===== src/rtl/bus_arbiter_reg_if.sv =====
// Bus arbiter handshake bundle: source requests/data in,
// registered bus value, grant and conflict status out.
interface bus_arbiter_reg_if #(
    parameter int WIDTH   = 32,
    parameter int NUM_SRC = 25,
    parameter int CNT_W   = 8
);
    logic [NUM_SRC*WIDTH-1:0] src_data;
    logic [NUM_SRC-1:0]       src_out;
    logic                     clr_err;
    logic [WIDTH-1:0]         bus_out;
    logic                     bus_valid;
    logic [NUM_SRC-1:0]       grant;
    logic                     conflict;
    logic                     conflict_sticky;
    logic [CNT_W-1:0]         conflict_count;

    modport master (
        output src_data, src_out, clr_err,
        input  bus_out, bus_valid, grant,
        input  conflict, conflict_sticky, conflict_count
    );

    modport slave (
        input  src_data, src_out, clr_err,
        output bus_out, bus_valid, grant,
        output conflict, conflict_sticky, conflict_count
    );
endinterface


===== src/rtl/bus_arbiter_reg.sv =====
// Registered CPU bus multiplexer: lowest-index source wins,
// with one-hot grant and multi-driver conflict tracking.
module bus_arbiter_reg #(
    parameter int WIDTH   = 32,
    parameter int NUM_SRC = 25,
    parameter bit HOLD    = 1'b1,
    parameter int CNT_W   = 8
) (
    input logic               clock,
    input logic               clear,
    bus_arbiter_reg_if.slave  bus
);
    logic [NUM_SRC-1:0] win;
    logic [WIDTH-1:0]   sel;
    logic               any;
    logic               multi;

    // x & -x isolates the lowest set request bit
    assign win   = bus.src_out & (~bus.src_out + NUM_SRC'(1));
    assign any   = |bus.src_out;
    assign multi = |(bus.src_out & (bus.src_out - NUM_SRC'(1)));

    always_comb begin
        sel = '0;
        for (int i = 0; i < NUM_SRC; i++) begin
            if (win[i]) sel = sel | bus.src_data[i*WIDTH +: WIDTH];
        end
    end

    always_ff @(posedge clock or posedge clear) begin
        if (clear) begin
            bus.bus_out         <= '0;
            bus.bus_valid       <= 1'b0;
            bus.grant           <= '0;
            bus.conflict        <= 1'b0;
            bus.conflict_sticky <= 1'b0;
            bus.conflict_count  <= '0;
        end else begin
            bus.bus_valid <= any;
            bus.grant     <= win;
            if (any) begin
                bus.bus_out <= sel;
            end else if (!HOLD) begin
                bus.bus_out <= '0;
            end
            bus.conflict <= multi;
            if (multi) begin
                bus.conflict_sticky <= 1'b1;
                if (bus.clr_err) begin
                    bus.conflict_count <= CNT_W'(1);
                end else if (bus.conflict_count != '1) begin
                    bus.conflict_count <= bus.conflict_count + CNT_W'(1);
                end
            end else if (bus.clr_err) begin
                bus.conflict_sticky <= 1'b0;
                bus.conflict_count  <= '0;
            end
        end
    end
endmodule

===== src/flat_wrapper.sv =====
// flat-port wrapper written by rule: the top's interface ports become plain ports
module bus_arbiter_reg_flat 
#(
    parameter int WIDTH   = 32,
    parameter int NUM_SRC = 25,
    parameter bit HOLD    = 1'b1,
    parameter int CNT_W   = 8
)
  (clock, clear, bus_src_data, bus_src_out, bus_clr_err, bus_bus_out, bus_bus_valid, bus_grant, bus_conflict, bus_conflict_sticky, bus_conflict_count);
  bus_arbiter_reg_if #(.WIDTH(WIDTH), .NUM_SRC(NUM_SRC), .CNT_W(CNT_W)) bus_i ();
  input logic clock;
  input logic clear;
  input wire logic [$bits(bus_i.src_data)-1:0] bus_src_data;
  input wire logic [$bits(bus_i.src_out)-1:0] bus_src_out;
  input wire logic [$bits(bus_i.clr_err)-1:0] bus_clr_err;
  output wire logic [$bits(bus_i.bus_out)-1:0] bus_bus_out;
  output wire logic [$bits(bus_i.bus_valid)-1:0] bus_bus_valid;
  output wire logic [$bits(bus_i.grant)-1:0] bus_grant;
  output wire logic [$bits(bus_i.conflict)-1:0] bus_conflict;
  output wire logic [$bits(bus_i.conflict_sticky)-1:0] bus_conflict_sticky;
  output wire logic [$bits(bus_i.conflict_count)-1:0] bus_conflict_count;
  assign bus_i.src_data = bus_src_data;
  assign bus_i.src_out = bus_src_out;
  assign bus_i.clr_err = bus_clr_err;
  assign bus_bus_out = bus_i.bus_out;
  assign bus_bus_valid = bus_i.bus_valid;
  assign bus_grant = bus_i.grant;
  assign bus_conflict = bus_i.conflict;
  assign bus_conflict_sticky = bus_i.conflict_sticky;
  assign bus_conflict_count = bus_i.conflict_count;
  bus_arbiter_reg #(.WIDTH(WIDTH), .NUM_SRC(NUM_SRC), .HOLD(HOLD), .CNT_W(CNT_W)) u_core (.clock(clock), .clear(clear), .bus(bus_i));
endmodule

===== config.mk =====
export PLATFORM = sky130hd
export DESIGN_NAME = bus_arbiter_reg_flat
export DESIGN_NICKNAME = d
export VERILOG_FILES = /design/src/rtl/bus_arbiter_reg_if.sv /design/src/rtl/bus_arbiter_reg.sv /design/src/flat_wrapper.sv
export SDC_FILE = /design/constraint.sdc
export NUM_CORES = 1
export LEC_CHECK = 0
export CAP_MARGIN = 20
export CORE_AREA = 2 2 345 347
export DETAILED_ROUTE_END_ITERATION = 6
export DIE_AREA = 0 0 347 349
export GPL_ROUTABILITY_DRIVEN = 0
export GPL_TIMING_DRIVEN = 0
export SYNTH_ARGS = -nofsm -noshare
export SYNTH_HDL_FRONTEND = slang
export SYNTH_SLANG_ARGS = --single-unit

===== constraint.sdc =====
create_clock -name clock -period 3 [get_ports clock]
set_input_delay 0.45 -clock clock [delete_from_list [all_inputs] [get_ports clock]]
set_output_delay 0.45 -clock clock [all_outputs]
set_load 0.02 [all_outputs]

== Yosys cells after proc, flatten, opt, wreduce, memory -nomap -nowiden ==
Cells that the tools add are included.

* Bitwise operators: 27
* Reductions and logical operators: 5
* Equality and inequality tests: 1
* Add/subtract/negate cells: 3
* Multiplexer cells: 31

{| class="wikitable"
|+ Operators with widths
! kind !! number
|-
| $mux W32 || 25
|-
| $or A32 B32 Y32 || 24
|-
| $and A25 B25 Y25 || 2
|-
| $reduce_or A25 Y1 || 2
|-
| $mux W8 || 4
|-
| $add A25 B1 Y25 const B || 1
|-
| $not A25 Y25 || 1
|-
| $sub A25 B1 Y25 const B || 1
|-
| $add A8 B1 Y8 const B || 1
|-
| $ne A8 B8 Y1 const B || 1
|-
| $reduce_bool A2 Y1 || 2
|-
| $mux W1 || 2
|-
| $reduce_and A2 Y1 || 1
|}

* Input bits: 828
* Register bits: 68
* Output and inout bits: 68

== Longest topological paths before layout ==
* Depth in word-level cells: 52
* Depth in mapped cells: 12
* Depth with buffers taken out: 9

== Worst setup path before layout ==
No wires, ideal clock.

* Path type: input port to flip-flop
* From: input bus_src_out[0]
* To: register u_core.bus.conflict_count[5]
* Setup slack: 0.178 ns
* Data arrival time: 2.695 ns
* Data required time: 2.873 ns
* Stages: 10
* Library setup time: 0.127 ns
* Cell sequence: buf_6 nor4_4 nand4b_4 or3_1 buf_2 a221oi_2 nor4b_4 a21boi_2 nand4_1 mux2_1

* Word-level cells in the longest chain between the ends: 5
* Elaborated cells between the ends (all ways): 6

{| class="wikitable"
|+ Ends and longest elaborated chain
! what !! line !! text
|-
| start, declared || flat_wrapper.sv:14 || <nowiki>input wire logic [$bits(bus_i.src_out)-1:0] bus_src_out;</nowiki>
|-
| $sub A25 B1 Y25 || bus_arbiter_reg.sv:21 || <nowiki>assign multi = |(bus.src_out & (bus.src_out - NUM_SRC'(1)));</nowiki>
|-
| $and A25 B25 Y25 * || bus_arbiter_reg.sv:21 ||
|-
| $reduce_or A25 Y1 * || bus_arbiter_reg.sv:21 ||
|-
| $reduce_bool A2 Y1 (no line) || n/a ||
|-
| $reduce_and A2 Y1 (no line) || n/a ||
|-
| end signal, assigned || bus_arbiter_reg.sv:52 || <nowiki>bus.conflict_count <= bus.conflict_count + CNT_W'(1);</nowiki>
|-
| end, declared || bus_arbiter_reg_if.sv:27 || <nowiki>output conflict, conflict_sticky, conflict_count</nowiki>
|}

Mark *: on every way between the ends. The rest lies on a longest branch, timed or not.
A chain may end at the register's enable or synchronous reset.

== Worst setup path in the final report ==
* From: input bus_src_out[0]
* To: register u_core.bus.bus_out[15]

* Elaborated cells between the ends (all ways): 53

{| class="wikitable"
|+ RTL lines
! what !! line !! text
|-
| $not A25 Y25 * || bus_arbiter_reg.sv:19 || <nowiki>assign win = bus.src_out & (~bus.src_out + NUM_SRC'(1));</nowiki>
|-
| $add A25 B1 Y25 * || bus_arbiter_reg.sv:19 ||
|-
| $and A25 B25 Y25 * || bus_arbiter_reg.sv:19 ||
|-
| net u_core.win[3] || bus_arbiter_reg.sv:13 || <nowiki>logic [NUM_SRC-1:0] win;</nowiki>
|-
| $mux W32 * || bus_arbiter_reg.sv:26 || <nowiki>if (win[i]) sel = sel | bus.src_data[i*WIDTH +: WIDTH];</nowiki>
|-
| $or A32 B32 Y32 || bus_arbiter_reg.sv:26 ||
|-
| $mux W32 * || bus_arbiter_reg.sv:26 ||
|-
| $or A32 B32 Y32 || bus_arbiter_reg.sv:26 ||
|-
| [31 not listed] || n/a ||
|-
| $or A32 B32 Y32 || bus_arbiter_reg.sv:26 ||
|-
| $mux W32 * || bus_arbiter_reg.sv:26 ||
|-
| $or A32 B32 Y32 || bus_arbiter_reg.sv:26 ||
|-
| $mux W32 * || bus_arbiter_reg.sv:26 ||
|-
| $or A32 B32 Y32 || bus_arbiter_reg.sv:26 ||
|-
| $mux W32 * || bus_arbiter_reg.sv:26 ||
|-
| $or A32 B32 Y32 || bus_arbiter_reg.sv:26 ||
|-
| $mux W32 * || bus_arbiter_reg.sv:26 ||
|-
| end signal, assigned || bus_arbiter_reg.sv:42 || <nowiki>bus.bus_out <= sel;</nowiki>
|-
| end, declared || bus_arbiter_reg_if.sv:26 || <nowiki>output bus_out, bus_valid, grant,</nowiki>
|}

Mark *: on every way through the listed nets, which the timed path passes. The rest lies on a longest branch.

==> summary.txt <==
Status
  • Outcome: finished with violations
  • Violated checks: DRC, setup timing

Timing
  • Tmin final: 3.063 ns
  • RSZ-0062 raised after global routing: yes
  • Clock Skew: 0.004172 ns
  • Count of pins over their slew limit: 0
  • Setup-failing EPs final: 3
  • Final hold vios: 0
  • Final worst-path setup slack: -0.06285 ns
  • Worst slew margin: 0.1821
  • Fin crit share: 1.021
  • Achievable frequency: 0.3265 GHz
  • Slew @ Worst Pin: 1.227 ns

CTS
  • Htree depth: 3
  • Skew-Pair Late Insertion Delay: 0.39 ns
  • Root buf cell: clkbuf_16
  • CTS tree: done
  • Max Buffers Root-to-Sink: 2
  • Num CTS Buffers: 9
  • Clock transition at the registers of the reported paths: 0.08 ns
  • # clock sinks: 68
  • Post-CTS Hold Buffers: 0

Worst setup path
  • Critical path buffer and inverter count: 4
  • CP Capture Type: flop
  • Worst path top cell family by delay: buffers and inverters
  • Critical path class: in -> reg
  • Worst EP required: 3.31 ns
  • Crit path max fanout: 10
  • FF-to-FF path depth: 5
  • CP arrival: about 3.4 ns
  • Critical path cell sequence: buf_6, buf_4, nor4b_2, buf_4, clkbuf_1, a22oi_1, nand4_1, nor4_1, a21oi_1
  • Crit-path slowest cell: clkbuf_1
  • Stages on the worst setup path: 9
  • Worst path max stage delay: 0.78 ns
  • Startpoint Class: primary input
  • CP dominant cell by count: buf_4

GRT
  • First-pass GRT wire length: 168800 microns
  • Largest net degree at the start of global routing: 40
  • Vias in the first global route: between 10000 and 15000
  • GRT Util Overall: 0.2231
  • Initial antenna violation count: 107
  • Overflow after GRT: 0

Logic synthesis
  • Synth Area per Inst: a little under 8 sq um
  • Cell taking the most area after synthesis: dfrtp_1
  • Post-Syn Area: 7257 sq um
  • Post-synth EDFFs: 0
  • Post-synthesis sequential area ratio: 0.2345
  • YS warnings: 0
  • Most area-consuming cells after synthesis: dfrtp_1, a22oi_1, a222oi_1, a221oi_1, nand2_1
  • Mapped Nets: 1758
  • Synth cell types: 65
  • Yosys top cell area share: 0.2345
  • Async SR Flop Fraction: 1.000
  • Post-Synthesis Cells: slightly above 900
  • Number of synthesized register bits: 68
  • Most used DFF post-synth: dfrtp_1

Power
  • Static leakage: around 7.2 nW
  • Clock Power Share: 0.286
  • Sw Pwr: 0.001548 W
  • Sw Share: 0.3504
  • VDD IR max: 305.3 uV
  • P_int: between 0.002 and 0.003 W
  • Sequential share of power: 0.227
  • Pwr/cell area: about 220 nW/um^2
  • Gate power share: 0.487

Final layout
  • Ratio of cells with drive above 1 in the final layout: 0.1526
  • Sequential Area: 1702 sq um
  • Post-Layout Cell Count: 3466
  • P&R area growth vs syn: 180.1%
  • Design area: 20330 sq um
  • # fillers: 13180
  • Most frequent cells in the layout: clkdlybuf4s50_1, a22oi_1, nand2_1
  • Area of the multi-input gates: 5751 sq um
  • Commonest non-fill, non-tap cell in the layout: clkdlybuf4s50_1
  • Final net count: 2725

Route
  • Avg Vias per Cell: between 4 and 5
  • DRC violations left: 18
  • Routed vias: roughly 15000
  • Drt first-iter violations: ~1800
  • WL/cell: 40.86 microns
  • Routed Antenna Nets: 0
  • Final wirelength: approximately 140000 microns
  • DRT Pass-1 Iters: 7

Floorplan
  • Io pins: 896
  • Core Region: 117500 sq um
  • Die Height: around 350 microns
  • Die X: approximately 350 microns
  • Rows: 126
  • Initial Util: 0.06179
  • Die area: 121100 sq um

Placed design
  • Cell Area, Placed: 18590 sq um
  • Inst Count DP: between 3000 and 4000
  • Post-DP HPWL: roughly 120000 microns
  • PortBufs: 893

Min path
  • Worst hold-check path type: in -> reg
  • Worst hold stages: 1

Flow run
  • Max cap viols: 0
==> area by class of cell <==
| type | instances | area share |
|---|---|---|
| Clock buffer | 9 | 0.01108 |
| Buffer | 91 | 0.03834 |
| Inverter | 10 | 0.001969 |
| Clock inverter | 7 | 0.003693 |
| Timing Repair Buffer | 970 | 0.4802 |
| Antenna cell | 29 | 0.003570 |
| Multi-Input combinational cell | 746 | 0.2829 |
| Sequential cell | 68 | 0.08370 |
| Tap cell | 1536 | 0.09453 |
==> registers in the layout, summed over array words and instances, names as in the netlist <==
register                    cells
u_core.bus.bus_valid            1
u_core.bus.conflict             1
u_core.bus.bus_out             32
u_core.bus.conflict_sticky      1
u_core.bus.conflict_count       8
u_core.bus.grant               25
==> routing by layer <==
layer | part of all wire | global-route usage | vias to the layer above
met1 | 0.41 | 0.2719 | 7176
met2 | 0.46 | 0.3601 | 1050
li1 | - | - | 5934
met4 | 0.030 | 0.07090 | 80
met3 | 0.10 | 0.08511 | 261
met5 | 0.0035 | 0 | -
==> cells by family (layout without fill, tap and decap cells) <==
kind of cell	Yosys count	after routing	synth area share
compound gates	423	423	0.4719
fa+ha+maj	2	2	0.003103
buf+inv	116	1087	0.06379
flops	68	68	0.2345
mux	4	4	0.006034
other cells	0	29	0
simple gates	316	317	0.2207
==> cells in the mapped netlist (all sizes together), types with 7 or more instances <==
cell     instances
a22oi          147
nand2           96
a222oi          92
clkbuf          85
dfrtp           68
nor2            66
a221oi          54
nand3           47
nand4           23
a21oi           21
buf             21
nor3            21
and3            19
o21ai           18
a22o            16
nor4            12
a31oi           11
o21a            11
inv             10
o22ai           10
a2111oi          7
and2             7
nor2b            7
==> worst reg2reg max path, delay by kind of cell, from the launching register on <==
| family | cells | cell delay (ns) |
|---|---|---|
| and+or+nand+nor | 2 | 0.33 |
| DFF | 1 | 0.44 |
| adders and majority gates | 1 | 0.30 |
| muxes | 1 | 0.33 |
| AOI/OAI and AO/OA | 1 | 0.31 |
==> path summary, 6_finish.rpt <==
path	from	endpoint	slack [ns]
setup / recovery	bus_src_out[0]	u_core.bus.bus_out[15]	-0.06
hold / removal	bus_src_out[0]	u_core.bus.grant[0]	0.21
setup reg to reg	u_core.bus.conflict_count[0]	u_core.bus.conflict_count[5]	1.18
hold reg to reg	u_core.bus.bus_out[26]	u_core.bus.bus_out[26]	0.50
max in group asynchronous	clear	u_core.bus.conflict_count[0]	1.82
min in group asynchronous	clear	u_core.bus.bus_out[23]	0.47
==> repair_timing <==
| action | 4_1_cts | 5_1_grt |
|---|---|---|
| pin swaps | 45 | 24 |
| gates cloned | 1 | 0 |
| gates resized for setup | 306 | 53 |
| endpoints found under the setup margin | 61 | 29 |
| buffers inserted | 43 | 6 |
==> metrics by stage <==
step / TNS (ns) / setup slack, ns / util / power, W / hold WS [ns]
6_report: -0.08137 / -0.06285 / 0.1731 / 0.004417 / 0.2054
5_1_grt: -0.05074 / -0.04025 / 0.1728 / 0.004595 / 0.1765
4_1_cts: -0.04480 / -0.04480 / 0.1707 / 0.004472 / 0.1282
3_5_place_dp: -103.38 / -3.082 / 0.1582 / 0.003061 / 0.4835
3_3_place_gp: -241.84 / -3.904 / 0.1543 / 0.003035 / 0.4740
2_1_floorplan: 0 / 0.1777 / - / 0.001358 / 0.4814
==> power by group through the flow <==
stage	clock, W	combinational (W)	sequential, W
after detailed placement	0	0.00204	0.00102
final	0.00126	0.00215	0.00100
after global routing	0.00134	0.00225	0.00101
after floorplan	0	0.000281	0.00108
after CTS	0.00132	0.00215	0.00100
after global placement	0	0.00202	0.00102
Note: power is estimated with default switching activity, not from simulation.
